File: config.mk
export PLATFORM = sky130hd
export DESIGN_NAME = hex_history_display
export DESIGN_NICKNAME = d
export VERILOG_FILES = /design/src/rtl/disp_pkg.sv /design/src/rtl/seg7_decoder.sv /design/src/rtl/hex_history_display.sv
export SDC_FILE = /design/constraint.sdc
export NUM_CORES = 1
export LEC_CHECK = 0
export CORE_MARGIN = 2
export CORE_UTILIZATION = 65
export CTS_CLUSTER_DIAMETER = 80
export DETAILED_ROUTE_END_ITERATION = 7
export DONT_BUFFER_PORTS = 1
export HOLD_SLACK_MARGIN = 0.06
export PLACE_DENSITY = 0.81
export SLEW_MARGIN = 40
export SYNTH_ARGS = -nofsm -noshare
export SYNTH_HDL_FRONTEND = slang
export SYNTH_SLANG_ARGS = --single-unit
File: constraint.sdc
create_clock -name clk -period 4.9 [get_ports clk]
set_clock_uncertainty 0.05 [all_clocks]
set_input_delay 0.735 -clock clk [delete_from_list [all_inputs] [get_ports clk]]
set_output_delay 0.735 -clock clk [all_outputs]
set_load 0.02 [all_outputs]
File: src/rtl/disp_pkg.sv
// Shared 7-segment types and the active-low gfedcba hex glyph table.
package disp_pkg;

  typedef logic [6:0] seg7_t;

  localparam seg7_t SEG_BLANK = 7'h7F;

  localparam seg7_t SEG_HEX [16] = '{
    7'h40, 7'h79, 7'h24, 7'h30, 7'h19, 7'h12, 7'h02, 7'h78,
    7'h00, 7'h10, 7'h08, 7'h03, 7'h46, 7'h21, 7'h06, 7'h0E
  };

endpackage

File: src/rtl/seg7_decoder.sv
// Combinational hex-nibble to active-low gfedcba segment pattern.
module seg7_decoder
  import disp_pkg::*;
(
  input  logic [3:0] hex,
  output seg7_t      seg
);

  assign seg = SEG_HEX[hex];

endmodule

File: src/rtl/hex_history_display.sv
// Keeps the last DIGITS distinct stepper values (newest first) and scans them onto
// a multiplexed common-anode 7-segment display. Macro HEX_HISTORY_BLANK_LEADING_EN
// blanks digits that hold no captured value yet.
module hex_history_display
  import disp_pkg::*;
#(
  parameter int DIGITS      = 4,
  parameter int REFRESH_DIV = 50000
) (
  input  logic              clk,
  input  logic              rst,
  input  logic [3:0]        value,
  input  logic              sample,
  output logic [6:0]        seg,
  output logic [DIGITS-1:0] an,
  output logic              dp
);

  localparam int IDX_W  = $clog2(DIGITS);
  localparam int CNT_W  = $clog2(REFRESH_DIV);
  localparam int FILL_W = $clog2(DIGITS + 1);

  // sample is a plain qualifier with no backpressure: value is taken on any
  // cycle where sample=1, and only a change from the newest entry is stored.
  logic [3:0]        hist_q [DIGITS];
  logic [3:0]        hist_d [DIGITS];
  logic              have_value_q, have_value_d;
  logic              fresh_q, fresh_d;
  logic [CNT_W-1:0]  cnt_q, cnt_d;
  logic [IDX_W-1:0]  idx_q, idx_d;
  seg7_t             seg_q, seg_d;
  logic [DIGITS-1:0] an_q, an_d;
  logic              dp_q, dp_d;
`ifdef HEX_HISTORY_BLANK_LEADING_EN
  logic [FILL_W-1:0] fill_q, fill_d;
`endif

  logic  push;
  logic  wrap;
  logic  frame_end;
  seg7_t cur_glyph;

  assign push      = sample && (!have_value_q || (value != hist_q[0]));
  assign wrap      = (cnt_q == CNT_W'(REFRESH_DIV - 1));
  assign frame_end = wrap && (idx_q == IDX_W'(DIGITS - 1));

  seg7_decoder u_dec (
    .hex (hist_q[idx_q]),
    .seg (cur_glyph)
  );

  always_comb begin
    hist_d       = hist_q;
    have_value_d = have_value_q;
    fresh_d      = fresh_q;
    cnt_d        = wrap ? '0 : cnt_q + CNT_W'(1);
    idx_d        = idx_q;
    if (wrap) idx_d = (idx_q == IDX_W'(DIGITS - 1)) ? '0 : idx_q + IDX_W'(1);
`ifdef HEX_HISTORY_BLANK_LEADING_EN
    fill_d = fill_q;
`endif
    // Boundary clear first so a push on the same cycle keeps fresh set.
    if (frame_end) fresh_d = 1'b0;
    if (push) begin
      for (int i = DIGITS - 1; i > 0; i--) hist_d[i] = hist_q[i-1];
      hist_d[0]    = value;
      have_value_d = 1'b1;
      fresh_d      = 1'b1;
`ifdef HEX_HISTORY_BLANK_LEADING_EN
      if (fill_q != FILL_W'(DIGITS)) fill_d = fill_q + FILL_W'(1);
`endif
    end
    seg_d = cur_glyph;
`ifdef HEX_HISTORY_BLANK_LEADING_EN
    if (FILL_W'(idx_q) >= fill_q) seg_d = SEG_BLANK;
`endif
    an_d = ~(DIGITS'(1) << idx_q);
    dp_d = !((idx_q == '0) && fresh_q);
  end

  always_ff @(posedge clk or negedge rst) begin
    if (!rst) begin
      for (int i = 0; i < DIGITS; i++) hist_q[i] <= 4'h0;
      have_value_q <= 1'b0;
      fresh_q      <= 1'b0;
      cnt_q        <= '0;
      idx_q        <= '0;
      seg_q        <= SEG_BLANK;
      an_q         <= '1;
      dp_q         <= 1'b1;
`ifdef HEX_HISTORY_BLANK_LEADING_EN
      fill_q       <= '0;
`endif
    end else begin
      hist_q       <= hist_d;
      have_value_q <= have_value_d;
      fresh_q      <= fresh_d;
      cnt_q        <= cnt_d;
      idx_q        <= idx_d;
      seg_q        <= seg_d;
      an_q         <= an_d;
      dp_q         <= dp_d;
`ifdef HEX_HISTORY_BLANK_LEADING_EN
      fill_q       <= fill_d;
`endif
    end
  end

  assign seg = seg_q;
  assign an  = an_q;
  assign dp  = dp_q;

endmodule

==> results of run 1 <==
worst max-delay path, stage by stage, from the launching register on:
cell and delay, ps:
sky130_fd_sc_hd__dfrtp_1 540, sky130_fd_sc_hd__mux4_1 720, sky130_fd_sc_hd__inv_1 160, sky130_fd_sc_hd__ha_1 150
sky130_fd_sc_hd__inv_1 50, sky130_fd_sc_hd__mux4_2 450
layer usage:
metal / vias to the layer above / part of all wire (%)
li1: 619 / -
met1: 652 / 45
met2: 35 / 48
met3: 7 / 5.1
met4: 0 / 1.4
met5: - / 0
layout make-up:
type	instances	area share [%]
Sequential cell	48	51.27
Multi-Input combinational cell	112	41.03
Tap cell	46	2.426
Inverter	11	1.741
Clock buffer	5	1.582
Timing Repair Buffer	2	1.160
Clock inverter	3	0.7911
sequential cells by signal (all words and copies together) (netlist names):
signal and count:
fresh_q 1, seg 7, cnt_q 16, hist_q 16
have_value_q 1, idx_q 2, dp 1, an 4
kinds of logic (layout without fill, tap and decap cells):
family,after synthesis,after routing,share of synthesized area [%]
compound gates,12,12,3.804
xor+xnor,16,16,6.174
mux,26,26,15.55
flops,48,48,53.58
simple gates,47,47,11.30
buf+inv,16,21,3.528
fa+ha+maj,11,11,6.064
per-stage QoR:
step	utilization (%)	total power, mW
after floorplan	-	0.5567
after global routing	71.09	0.7951
final	71.09	0.7556
after detailed placement	68.80	0.5781
after CTS	71.09	0.7632
after global placement	68.80	0.5672
where the power goes:
part,internal [mW],leakage [nW],switching [mW]
logic,0.0523,0.426,0.0406
clock network,0.0553,0.0349,0.124
registers,0.445,0.568,0.0384
worst max-delay path by stage:
stage | endpoint | depth (start not counted) | slack [ps]
after floorplan | hist_q[0] | 4 | 2810
after global placement | seg[3] | 5 | 2810
after detailed placement | seg[3] | 5 | 2730
after CTS | seg[3] | 5 | 2710
after global routing | seg[3] | 5 | 2590
final | seg[3] | 5 | 2700
cell usage in the layout (no fill, tap or decap), types with 2 or more instances in the layout:
cell / Yosys / routed
sky130_fd_sc_hd__nor4bb_1: 2 / 2
sky130_fd_sc_hd__mux2_2: 18 / 18
sky130_fd_sc_hd__clkinv_2: 0 / 2
sky130_fd_sc_hd__nand4_1: 2 / 2
sky130_fd_sc_hd__mux4_2: 3 / 3
sky130_fd_sc_hd__mux2i_1: 3 / 3
sky130_fd_sc_hd__and3_1: 2 / 2
sky130_fd_sc_hd__ha_1: 11 / 11
sky130_fd_sc_hd__clkbuf_4: 0 / 5
sky130_fd_sc_hd__inv_1: 11 / 11
sky130_fd_sc_hd__mux4_1: 2 / 2
sky130_fd_sc_hd__nand2_1: 11 / 11
sky130_fd_sc_hd__o21ai_0: 4 / 4
sky130_fd_sc_hd__dfrtp_1: 36 / 36
sky130_fd_sc_hd__nand3_1: 6 / 6
sky130_fd_sc_hd__nor2_1: 9 / 9
sky130_fd_sc_hd__nand2b_1: 2 / 2
sky130_fd_sc_hd__nor3_1: 2 / 2
sky130_fd_sc_hd__xor2_1: 11 / 11
sky130_fd_sc_hd__and4_1: 4 / 4
sky130_fd_sc_hd__dfstp_2: 12 / 12
sky130_fd_sc_hd__o22ai_1: 2 / 2
sky130_fd_sc_hd__a21oi_1: 2 / 2
sky130_fd_sc_hd__xnor2_1: 5 / 5
timing repair:
| item | in CTS | in global routing |
|---|---|---|
| endpoints found under the hold margin | 36 | 0 |
| setup endpoints to repair | 0 | 0 |
| hold buffers | 1 | 0 |
==> impl_metrics.py, run 1 <==
metrics = {
    "clock_tree": {
        "post_cts_resized": 0,
        "cts_buffer_depth": 2,
        "cts_setup_buffers": 0,
        "cts.root.buffer_cell": "sky130_fd_sc_hd__clkbuf_4",
        "path_clk_slew_ps": 140,
        "cts_sinks": 48,
        "cts-buffers-inserted": 5,
        "cts_tree": "done",
        "clock_insertion_delay_at_the_later_pin_of_the_skew_report_ps": 370,
        "cts_max_level": 2,
    },
    "synthesis": {
        "post-synth-top-area-cell": "sky130_fd_sc_hd__dfrtp_1",
        "ys_ff_latch": 48,
        "syn-num-nets": 194,
        "synth_top_area_share_pct": 39.69,
        "yosys-top-cells-count": "sky130_fd_sc_hd__dfrtp_1, sky130_fd_sc_hd__mux2_2, sky130_fd_sc_hd__dfstp_2",
        "ys_async_sr_fraction_pct": 100.0,
        "synth.lib_cells_used.distinct": 37,
        "yosys.cell_count.top_type": "sky130_fd_sc_hd__dfrtp_1",
        "synthTopCellsByArea": "sky130_fd_sc_hd__dfrtp_1, sky130_fd_sc_hd__dfstp_2, sky130_fd_sc_hd__mux2_2",
        "synth_top_flop_cell": "sky130_fd_sc_hd__dfrtp_1",
        "synth.yosys.seq_area_share_pct": 53.58,
        "synth_enable_flop_cells": 0,
        "post_synth_inst_count": 176,
        "mappedNetlistArea_um2": 2270,
        "yosysWarningCount": 0,
        "synth_area_per_cell_um2": 12.90,
    },
    "detailed_routing": {
        "routed_wirelength_um": 3468,
        "route.antenna.remaining_nets": 0,
        "vias_per_cell": 5.784,
        "dr_total_vias": 1313,
        "first_iter_violations": 114,
        "avgRoutedWirePerCell_um": 15.28,
        "drt_drc_violations_left": 0,
        "drt-pass1-iter-count": 5,
    },
    "global_routing": {
        "pin_count_of_the_biggest_net_entering_global_routing": 37,
        "grtUsageMet3_pct": 6.607,
        "global_routing_usage_summed_across_all_routing_layers_pct": 20.70,
        "grt.overflow.total": 0,
        "vias_in_the_first_global_route": 1357,
        "grt_antenna_before_repair": 0,
        "globalRouteMet2Util_pct": 33.11,
        "grt_busiest_layer": "met2",
        "grt_first_pass_wirelength_um": 6320,
        "gr-usage-met1_pct": 27.39,
    },
    "layout": {
        "final_area_um2": 2372,
        "fillCellCount": 241,
        "nNetsFinal": 198,
        "drive_gt1_share_pct": 25.41,
        "n_antenna_cell": 0,
        "layout-area-overhead-vs-synth_pct": 4.521,
        "multi_input_area_um2": 973.4,
        "sequential_cell_area_um2": 1216,
        "final_cell_count_no_fill": 227,
    },
    "critical_path": {
        "maximum_fanout_count_along_the_critical_path": 7,
        "r2r-end": "seg[3]",
        "worst_reg_to_reg_cells": 5,
        "critical_path_arrival_ps": 2440,
        "cp-startpoint": "idx_q[0]",
        "element_type_at_the_critical_path_end": "flip-flop",
        "setup.worst_path.start_class": "flip-flop",
        "critPathKind": "flip-flop to flip-flop",
        "critPathRequiredTime_ps": 5140,
        "reg2reg_setup_slack_ps": 2700,
        "critical_path.reg2reg.startpoint": "idx_q[0]",
    },
    "die": {
        "starting_utilization_of_the_core_area_pct": 68.02,
        "placeableCoreArea_um2": 3337,
        "chipHeight_um": 63.09,
        "design.portCount": 19,
        "fp-row-count": 21,
        "fp.dieArea_um2": 3980,
        "dieWidth_um": 63.09,
    },
    "pwr": {
        "p_leak_nw": 1.029,
        "power.density_nw_per_um2": 318.5,
        "vdd_ir_drop_max_v": 0.0002142,
    },
    "sta": {
        "finalWorstPathRequiredPeriod_ps": 2196,
        "setup_violations": 0,
        "hold_viol_final": 0,
        "fin_setup_tns_ps": 0,
        "worst_slew_margin_rel_pct": 69.71,
        "fmax_ghz": 0.4554,
        "finalHoldWorstSlack_ps": 121.0,
        "final_max_slew_viol_count": 0,
        "worstMarginPinSlew_ps": 454.3,
        "setup_slack_ps": 2704,
        "grt_setup_unrepaired": "no",
        "min_period_over_period_pct": 44.81,
    },
    "place": {
        "place.gp.congestion": 0.8521,
        "place_area_um2": 2296,
        "post-place-ws_ps": 2727,
        "post_placement_cell_count": 218,
        "post-dp-hpwl_um": 2503,
        "count_of_buffers_from_port_buffering": 0,
    },
    "hold_path": {
        "hold_path.class": "input port to asynchronous set/reset pin",
    },
    "run": {
        "max-cap-violations": 0,
    },
    "outcome": {
        "status": "finished clean",
    },
}
No activity file was read; power rests on OpenSTA's default activity.
==> run 2, diff against run 1 <==
Settings changed: CORE_UTILIZATION 65 to 62, PLACE_DENSITY 0.81 to 0.78.
Clock period 4.9 ns to 2.1 ns, I/O delays scaled along.
==> run 2 against run 1 <==
Worst hold slack improved by 220 ps. Fmax rose by 11%. Utilization rose by 0.37 points. Critical endpoint unchanged.
==> impl_metrics.py, run 2 (synthesis gave the netlist of run 1 again) <==
metrics = {
    "pwr": {
        "seq_power_share_pct": 64.2,
        "total_switching_power_mw": 0.4502,
        "finalPower_mw": 1.748,
        "clockPowerShare_pct": 22.5,
        "power_frac_comb_pct": 13.3,
        "power.density_nw_per_um2": 716.3,
        "cell_internal_pwr_mw": 1.298,
        "power.switching_fraction_pct": 25.75,
        "p_leak_nw": 1.052,
        "vdd_ir_drop_max_v": 0.0004245,
    },
    "run": {
        "max-cap-violations": 0,
    },
    "layout": {
        "commonest_non_fill_non_tap_cells_in_the_layout": "sky130_fd_sc_hd__dfrtp_1, sky130_fd_sc_hd__mux2_2, sky130_fd_sc_hd__dfstp_2",
        "final_area_um2": 2441,
        "fillCellCount": 225,
        "n_antenna_cell": 0,
        "nNetsFinal": 206,
        "layout-area-overhead-vs-synth_pct": 7.552,
        "drive_gt1_share_pct": 25.40,
        "layout.cells.most_common": "sky130_fd_sc_hd__dfrtp_1",
    },
    "sta": {
        "fmax_ghz": 0.5073,
        "grt_setup_unrepaired": "no",
        "worst_slew_margin_rel_pct": 75.94,
        "finalWorstPathRequiredPeriod_ps": 1971,
        "final_max_slew_viol_count": 0,
        "min_period_over_period_pct": 93.87,
        "setup_violations": 0,
        "fin_setup_tns_ps": 0,
        "worstMarginPinSlew_ps": 356.1,
        "hold_viol_final": 0,
    },
    "global_routing": {
        "global_routing_usage_summed_across_all_routing_layers_pct": 19.02,
        "pin_count_of_the_biggest_net_entering_global_routing": 49,
        "grt_antenna_before_repair": 0,
        "vias_in_the_first_global_route": 1355,
        "grt.overflow.total": 0,
        "grt_first_pass_wirelength_um": 6065,
    },
    "place": {
        "place_area_um2": 2311,
        "count_of_buffers_from_port_buffering": 0,
        "post-dp-hpwl_um": 2412,
        "place.gp.congestion": 0.8245,
    },
    "die": {
        "starting_utilization_of_the_core_area_pct": 66.45,
        "placeableCoreArea_um2": 3416,
        "design.portCount": 19,
        "chipHeight_um": 64.51,
        "fp-row-count": 21,
        "dieWidth_um": 64.51,
        "fp.dieArea_um2": 4161,
    },
    "critical_path": {
        "critical_path.top_delay_family": "multiplexers",
        "maximum_fanout_count_along_the_critical_path": 6,
        "critical_path_arrival_ps": 2200,
        "slowest_stage": "sky130_fd_sc_hd__mux4_2",
        "setup.worst_path.start_class": "flip-flop",
        "crit_chain": "mux4_2 > inv_1 > ha_1 > inv_1 > mux4_2",
        "element_type_at_the_critical_path_end": "flip-flop",
        "buffers_plus_inverters_on_the_worst_setup_path": 2,
        "critPathKind": "flip-flop to flip-flop",
        "cp_depth": 5,
        "worst_reg_to_reg_cells": 5,
        "critPathRequiredTime_ps": 2330,
        "cp_slowest_stage_delay_ps": 590,
    },
    "clock_tree": {
        "cts_setup_buffers": 0,
        "clock_insertion_delay_at_the_later_pin_of_the_skew_report_ps": 350,
        "cts.root.buffer_cell": "sky130_fd_sc_hd__clkbuf_4",
        "cts_buffer_depth": 2,
        "cts_max_level": 2,
        "cts_sinks": 48,
        "path_clk_slew_ps": 130,
        "cts_tree": "done",
        "cts-buffers-inserted": 5,
    },
    "detailed_routing": {
        "dr_total_vias": 1335,
        "drt-pass1-iter-count": 4,
        "drt_drc_violations_left": 0,
        "routed_wirelength_um": 3379,
        "first_iter_violations": 116,
        "route.antenna.remaining_nets": 0,
        "avgRoutedWirePerCell_um": 14.38,
        "vias_per_cell": 5.681,
    },
    "outcome": {
        "status": "finished clean",
    },
    "hold_path": {
        "hold_path.class": "input port to flip-flop",
        "min_path_cells": 3,
    },
}
==> run 2: changes by cell type in the layout (fill, tap and decap cells not counted), sizes merged <==
cell	before	now
buf	2	4
dlygate4sd3	0	6
clkinv	3	1
clkbuf	5	7
==> run 2: worst paths after layout <==
kind,startpoint,endpoint,slack (ps)
setup / recovery,idx_q[0],seg[3],130
hold / removal,sample,hist_q[3],340
setup reg to reg,idx_q[0],seg[3],130
hold reg to reg,fresh_q,dp,370
max in group asynchronous,rst,seg[1],1320
min in group asynchronous,rst,cnt_q[15],420
==> run 2: power by group through the flow <==
stage	Sequential [mW]	Combinational, mW	Clock (mW)
after detailed placement	1.14	0.201	0
after floorplan	1.12	0.177	0
after global routing	1.14	0.257	0.448
after global placement	1.14	0.187	0
final	1.12	0.233	0.393
after CTS	1.12	0.235	0.408
==> run 2: layout make-up <==
type	count	area (µm²)	share of cell area, %
repair buffers	10	110.1	4.511
well taps	46	57.56	2.358
clock buffers	7	45.04	1.845
inverters	11	41.29	1.691
clock inverters	1	3.754	0.1538
multi-input cells	112	965.9	39.57
flip-flops and latches	48	1217	49.87
==> run 2: per-stage QoR <==
stage / util [%] / setup WS, ps / instances / hold WS [ps]
after floorplan: - / 103.5 / 176 / -30.59
after global placement: 67.66 / 96.91 / 220 / -29.61
after detailed placement: 67.66 / -25.97 / 220 / -29.60
after CTS: 71.58 / 18.65 / 235 / 318.2
after global routing: 71.47 / 16.73 / 235 / 334.7
final: 71.47 / 128.8 / 235 / 338.1
==> run 2: per-layer routing <==
metal	share of wire [%]	wire [µm]	vias up	track usage, %
met5	0	0	-	0
met3	4.7	158	8	4.167
met1	47	1575	655	25.33
met4	1.7	59	0	7.181
li1	-	-	635	-
met2	47	1585	37	30.86
==> run 2: worst reg2reg max path, delay by kind of cell, from the launching register on <==
| family | cells | cell delay [ps] |
|---|---|---|
| mux | 2 | 1040 |
| flops | 1 | 460 |
| buf+inv | 2 | 200 |
| fa+ha+maj | 1 | 150 |
==> run 2: timing repair <==
| item | CTS | global route |
|---|---|---|
| setup endpoints to repair | 1 | 2 |
| hold buffers | 7 | 0 |
| endpoints found under the hold margin | 53 | 0 |
| gates resized for setup | 2 | 1 |
